## config.mk

```make
export PLATFORM = sky130hd
export DESIGN_NAME = draw_pair_scheduler
export DESIGN_NICKNAME = d
export VERILOG_FILES = /design/src/rtl/draw_pair_scheduler.sv
export SDC_FILE = /design/constraint.sdc
export NUM_CORES = 1
export LEC_CHECK = 0
export CAP_MARGIN = 15
export CELL_PAD_IN_SITES_DETAIL_PLACEMENT = 0
export CELL_PAD_IN_SITES_GLOBAL_PLACEMENT = 2
export CORE_UTILIZATION = 28
export DETAILED_ROUTE_END_ITERATION = 6
export PLACE_DENSITY_LB_ADDON = 0.25
export RECOVER_POWER = 25
export SLEW_MARGIN = 20
export SYNTH_ARGS = -nofsm -noshare
export SYNTH_HDL_FRONTEND = slang
export SYNTH_SLANG_ARGS = --single-unit
```

## constraint.sdc

```tcl
create_clock -name clk -period 4.9 [get_ports clk]
set_input_delay 1.225 -clock clk [delete_from_list [all_inputs] [get_ports clk]]
set_output_delay 1.225 -clock clk [all_outputs]
set_load 0.02 [all_outputs]
```

## src/rtl/draw_pair_scheduler.sv

```systemverilog
// draw_pair_scheduler
//
// Two-requester round-robin scheduler that turns a granted burst request
// into a stream of pixel-pair writes. Each write cycle presents the even
// address of the pair on Q_a and the odd address on Q_b, both derived from
// one pair index that advances once per completed write.
//
// Ports
//   clk        rising-edge clock
//   reset      asynchronous active-low reset
//   req[1:0]   level request per requester
//   base0/1    starting pair index per requester (sampled at grant)
//   len0/1     burst length in pairs per requester, 0 = 2^LEN_W (sampled at grant)
//   hold       memory-side stall; suppresses the write of the next cycle
//   gnt[1:0]   one-hot grant pulse, high during the first burst cycle
//   busy       high while a burst is running
//   we         shared write strobe for both memory ports
//   Q_a / Q_b  port addresses {idx,0} / {idx,1}
//   done       one-cycle burst-complete pulse
//   done_id    requester whose burst just completed
//
// Every output comes straight from a flop. Because of that, hold is sampled
// at a clock edge and takes effect on the cycle that follows it: the we flop
// for a cycle is loaded with ~hold at the edge that starts the cycle.

module draw_pair_scheduler #(
  parameter int IDX_W = 13,
  parameter int LEN_W = 8
) (
  input  logic             clk,
  input  logic             reset,
  input  logic [1:0]       req,
  input  logic [IDX_W-1:0] base0,
  input  logic [IDX_W-1:0] base1,
  input  logic [LEN_W-1:0] len0,
  input  logic [LEN_W-1:0] len1,
  input  logic             hold,
  output logic [1:0]       gnt,
  output logic             busy,
  output logic             we,
  output logic [IDX_W:0]   Q_a,
  output logic [IDX_W:0]   Q_b,
  output logic             done,
  output logic             done_id
);

  localparam logic [1:0] IDLE = 2'd0;
  localparam logic [1:0] RUN  = 2'd1;
  localparam logic [1:0] DONE = 2'd2;

  logic [1:0]       state;
  logic [IDX_W-1:0] idx;
  // One extra bit so a zero length can be held as the full 2^LEN_W count.
  logic [LEN_W:0]   remaining;
  logic             owner;
  logic             last;
  logic             pick;
  logic [IDX_W-1:0] sel_base;
  logic [LEN_W-1:0] sel_len;
  logic [LEN_W:0]   sel_count;

  // Winner selection: with both requesting, the one not served last wins;
  // with a single request, that requester wins outright.
  always_comb begin
    pick = req[1];
    if (req == 2'b11) begin
      pick = ~last;
    end
    sel_base  = pick ? base1 : base0;
    sel_len   = pick ? len1  : len0;
    sel_count = (sel_len == '0) ? {1'b1, {LEN_W{1'b0}}} : {1'b0, sel_len};
  end

  assign Q_a = {idx, 1'b0};
  assign Q_b = {idx, 1'b1};

  // Main sequencer. In RUN, the current value of we says whether this cycle
  // is a real write; only a real write advances idx and remaining, so a
  // stalled cycle leaves the addresses frozen. The write that consumes the
  // last remaining pair moves straight to DONE.
  always_ff @(posedge clk or negedge reset) begin
    if (!reset) begin
      state     <= IDLE;
      idx       <= '0;
      remaining <= '0;
      owner     <= 1'b0;
      last      <= 1'b1;
      gnt       <= 2'b00;
      busy      <= 1'b0;
      we        <= 1'b0;
      done      <= 1'b0;
      done_id   <= 1'b0;
    end else begin
      gnt  <= 2'b00;
      done <= 1'b0;
      case (state)
        IDLE: begin
          if (req != 2'b00) begin
            state     <= RUN;
            owner     <= pick;
            last      <= pick;
            idx       <= sel_base;
            remaining <= sel_count;
            gnt       <= pick ? 2'b10 : 2'b01;
            busy      <= 1'b1;
            we        <= ~hold;
          end
        end
        RUN: begin
          if (we) begin
            idx       <= idx + 1'b1;
            remaining <= remaining - 1'b1;
          end
          if (we && (remaining == {{LEN_W{1'b0}}, 1'b1})) begin
            state   <= DONE;
            busy    <= 1'b0;
            we      <= 1'b0;
            done    <= 1'b1;
            done_id <= owner;
          end else begin
            we <= ~hold;
          end
        end
        DONE: begin
          state <= IDLE;
        end
        default: begin
          state <= IDLE;
          busy  <= 1'b0;
          we    <= 1'b0;
        end
      endcase
    end
  end

endmodule

```

# Yosys cells after proc, flatten, opt, wreduce, memory -nomap -nowiden

Index checks and enable logic that the tools add are counted.
Widths: inputs -> output; s select.

Add/sub/neg operators: 2
Bitwise operators: 3
Reduce and logical (&&, ||, !) cells: 11
Eq/ne operators: 7
Muxes and demuxes: 24

Operators by type and width:

| operator              | count |
|---|---|
| $mux 13               | 3 |
| $mux 9                | 3 |
| $pmux 13 s2           | 1 |
| $pmux 9 s2            | 1 |
| $add 13x1->13 const B | 1 |
| $mux 2                | 5 |
| $eq 9x1->1 const B    | 1 |
| $sub 9x1->9 const B   | 1 |
| $logic_not 8->1       | 1 |
| $mux 8                | 1 |
| $reduce_and 2->1      | 4 |
| $mux 1                | 7 |
| $ne 2x2->1 const B    | 3 |
| $pmux 1 s3            | 2 |
| $reduce_and 3->1      | 2 |
| $eq 2x2->1 const B    | 2 |
| $pmux 2 s2            | 1 |
| $reduce_bool 2->1     | 2 |
| $not 1->1             | 3 |
| $eq 2x1->1 const B    | 1 |
| $logic_not 2->1       | 1 |
| $logic_and 1x1->1     | 1 |

Output and inout port bits: 34
Flip-flop bits (word level): 32
Word-level logic and storage cells: 57

# Logic depth before layout (Yosys ltp)

Depth after elaboration: 7
Gate-level depth with buffers: 6
Depth with buffers taken out: 6

# Least setup slack after synthesis

No wires, ideal clock.

Kind: input to register
Start point: in req[1]
End point: reg idx[9]
Path slack: 2.490 ns
Stages on the path: 5
Required time: 4.781 ns
Library setup time: 0.119 ns
Path buffers: 1
Data arrival time: 2.291 ns
Cells stage by stage: a21boi_0 buf_2 mux2_2 a32o_1 a21bo_2

Word-level cells in the longest chain between the ends: 5
Elaborated cells on any way between the ends: 8

Ends and longest elaborated chain:

| element                | RTL line | RTL |
|---|---|---|
| start: declaration     | 32       | `input logic [1:0] req,` |
| $eq 2x2->1             | 66       | `if (req == 2'b11) begin` |
| $mux 1                 | 66       |  |
| $mux 13                | 69       | `sel_base = pick ? base1 : base0;` |
| $mux 13                | 98       | `if (req != 2'b00) begin` |
| $pmux 13 s2            | 96       | `case (state)` |
| end signal: assignment | 102      | `idx <= sel_base;` |
| end signal: assignment | 111      | `idx <= idx + 1'b1;` |
| end: declaration       | 52       | `logic [IDX_W-1:0] idx;` |

Several ways; a longest one is shown, not always the timed one. The select of a mux whose other input is x is not followed.
A chain may end at the register's enable or synchronous reset.

==> flow_metrics.env <==
export IMPL_drive_above_1_share_pct=9.184
export IMPL_gp_congestion=0.7448
export IMPL_drv_slew=33
export IMPL_max_slew_margin_pct=-24.55
export IMPL_worst_path_buf_inv=2
export IMPL_rsz0062_at_grt="no"
export IMPL_synth_fa_ha_area_share_pct=1.727
export IMPL_track_usage_pct=16.08
export IMPL_cts_made_buffers=5
export IMPL_finalHoldViolations=0
export IMPL_wire_per_inst_um=16.28
export IMPL_final_area_mm2=0.003034
export IMPL_min_period_ns=3.053
export IMPL_clkTransAtPathRegs_ns=0.07
export IMPL_max_stage_delay_ns=1.34
export IMPL_grt_pass1_vias=1995
export IMPL_worst_slew_pin_slew_ns=1.868
export IMPL_coreArea_mm2=0.007370
export IMPL_max_freq_mhz=327.5
export IMPL_post_route_period_util_pct=62.31
export IMPL_grt_max_degree=33
export IMPL_p_per_area_mw_per_mm2=488.9
export IMPL_status="finished with violations"
export IMPL_start_kind="input port"
export IMPL_setup_slack_ns=1.847
export IMPL_cts_resized=0
export IMPL_post_cts_buffers=0
export IMPL_grt_pass1_wl_um=10410
export IMPL_n_antenna_cell=0
export IMPL_chipWidth_um=90.10
export IMPL_overflow=0
export IMPL_critPathKind="input port to asynchronous set/reset pin"
export IMPL_cts_tree="yes"
export IMPL_synthArstFlopShare_pct=100.0
export IMPL_port_buffers=78
export IMPL_path_delay_family="buffers and inverters"
export IMPL_cp_max_fo=32
export IMPL_synth_xor_area_share_pct=0
export IMPL_violations="max-capacitance violations, max-slew violations"
export IMPL_final_nets=343
export IMPL_rows=31
export IMPL_syn_area_per_cell_um2=9.408
export IMPL_synth_area_leader_cell="dfrtp_1"
export IMPL_via_per_inst=5.229
export IMPL_setup_tns_ns=0
export IMPL_drtAntennaViolNets=0
export IMPL_placed_area_mm2=0.002949
export IMPL_synth_compound_gate_area_share_pct=22.05
export IMPL_vias=2055
export IMPL_maxCapViolCount=1
export IMPL_hold_path_class="flop to flop"
export IMPL_dr_first_iter_drc_count=46
export IMPL_crit_required_ns=4.94
export IMPL_cp_slowest_cell="clkbuf_1"
export IMPL_ys_warn_count=0
export IMPL_finalSetupViolations=0
export IMPL_synth_fp_nets=281
export IMPL_cts_path_max_buffers=2
export IMPL_peakVddDrop_mv=0.1760
export IMPL_drc=0
export IMPL_total_power_w=0.001484
export IMPL_initial_core_util_pct=29.49
export IMPL_worstPathArrival_ns=3.09
export IMPL_dp_hpwl_um=4572
export IMPL_cts_hold_fix_buffers=0
export IMPL_yosysUniqueCellTypes=52
export IMPL_critical_path_cell_chain="dlygate4sd3_1 -> clkbuf_1"
export IMPL_fin_skew_ns=0.005732
export IMPL_antenna_found_initial=0
export IMPL_die_h_um=90.10
export IMPL_die_area_mm2=0.008118
export IMPL_synthCells=231
export IMPL_ios=81
export IMPL_synth_top_family_by_area="compound AO/OA/AOI/OAI gates"
export IMPL_clk_latency_ns=0.29
export IMPL_synth_top_cell_area_share_pct=35.69
export IMPL_ys_top_cells_by_area="dfrtp_1, mux2i_1, buf_4"
export IMPL_area_growth_synth_to_final_pct=39.61
export IMPL_end_kind="asynchronous set/reset pin"
export IMPL_synth_area_mm2=0.002173
export IMPL_synth_ff_type="dfrtp_1"
export IMPL_htree_levels=2
export IMPL_cts_root_buf="clkbuf_8"
export IMPL_synth_edf_count=0
export IMPL_synth_simple_gate_area_share_pct=19.40
export IMPL_wl_um=6400
export IMPL_clock_sinks=32
export IMPL_placement_setup_worst_slack_ns=1.536
export IMPL_synth_mux_area_share_pct=10.02
export IMPL_synth_yosys_seq_area_share_pct=36.90
export IMPL_yosys_register_bits=32
export IMPL_hold_slack_ns=0.4849
export IMPL_p_leak_nw=1.197
export IMPL_dr_pass1_iters=5
metrics by stage:
step,utilization [%],instances
final,41.17,393
after global routing,41.17,393
after CTS,41.27,393
after detailed placement,40.02,385
after global placement,40.02,385
after floorplan,-,231
Yosys cell counts, types with 6 or more instances:
cell,n
buf_2,7
buf_4,16
a211oi_1,6
inv_1,6
a21oi_1,15
mux2i_1,15
o21ai_0,16
dfrtp_1,31
nor4_1,8
nand2_1,6
o22a_1,6
nor2_1,11
nor3_1,6
per-layer routing:
metal | part of all wire (%) | wire, um | track usage (%)
met5 | 0 | 0 | 0
met4 | 1.5 | 97 | 5.645
met3 | 3.9 | 251 | 2.876
met2 | 46 | 2948 | 23.98
met1 | 48 | 3102 | 23.15
flip-flops by register name, indices dropped and copies added (netlist names):
signal,count
remaining,9
owner,1
gnt,2
last,1
state,2
done,1
we,1
idx,13
done_id,1
busy,1
layout make-up:
| type | count | area, um^2 |
|---|---|---|
| Fill cell | 741 | 4335 |
| Multi-Input combinational cell | 164 | 1175 |
| Timing Repair Buffer | 84 | 818.3 |
| Sequential cell | 32 | 802.0 |
| Tap cell | 99 | 123.9 |
| Clock buffer | 6 | 82.58 |
| Inverter | 6 | 22.52 |
| Clock inverter | 2 | 10.01 |
where the power goes:
group	switching, W	internal, W
logic	0.000364	0.000391
clock network	0.000107	0.000112
registers	0.000140	0.000370
total	0.000611	0.000873
placed cells by master, fill, tap and decap left out, types with 2 or more instances in the layout:
master,n
clkdlybuf4s50_1,77
dfrtp_1,31
o21ai_0,16
a21oi_1,15
mux2i_1,15
nor2_1,11
nor4_1,8
inv_1,6
nand2_1,6
nor3_1,6
o22a_1,6
a211oi_1,6
clkbuf_8,6
and2_1,5
nor2b_1,5
and3_1,5
mux2_2,5
a22oi_1,4
a221o_1,4
buf_4,4
and4_1,3
nand3_1,3
a221oi_1,3
a21o_1,3
ha_1,3
nand2b_1,2
or3_4,2
a32oi_1,2
nand4_1,2
a31oi_1,2
or4_1,2
a22o_1,2
conb_1,2
clkinv_2,2
clkbuf_1,2
worst paths after layout:
kind	depth (start not counted)	start	slack, ns	end
worst max-delay path	2	reset	1.85	remaining[1]
min in group asynchronous	2	reset	1.98	busy
worst min register to register	1	owner	0.48	owner
worst min-delay path	1	owner	0.48	owner
max in group clk	5	req[1]	1.87	remaining[4]
worst max register to register	4	state[1]	2.52	remaining[4]
cells by family after synthesis:
logic type                 after synthesis
muxes                                   21
AOI/OAI and AO/OA                       70
and+or+nand+nor                         68
other                                    2
adders and majority gates                3
DFF                                     32
buffers and inverters                   35
Note: power is estimated with default switching activity, not from simulation.
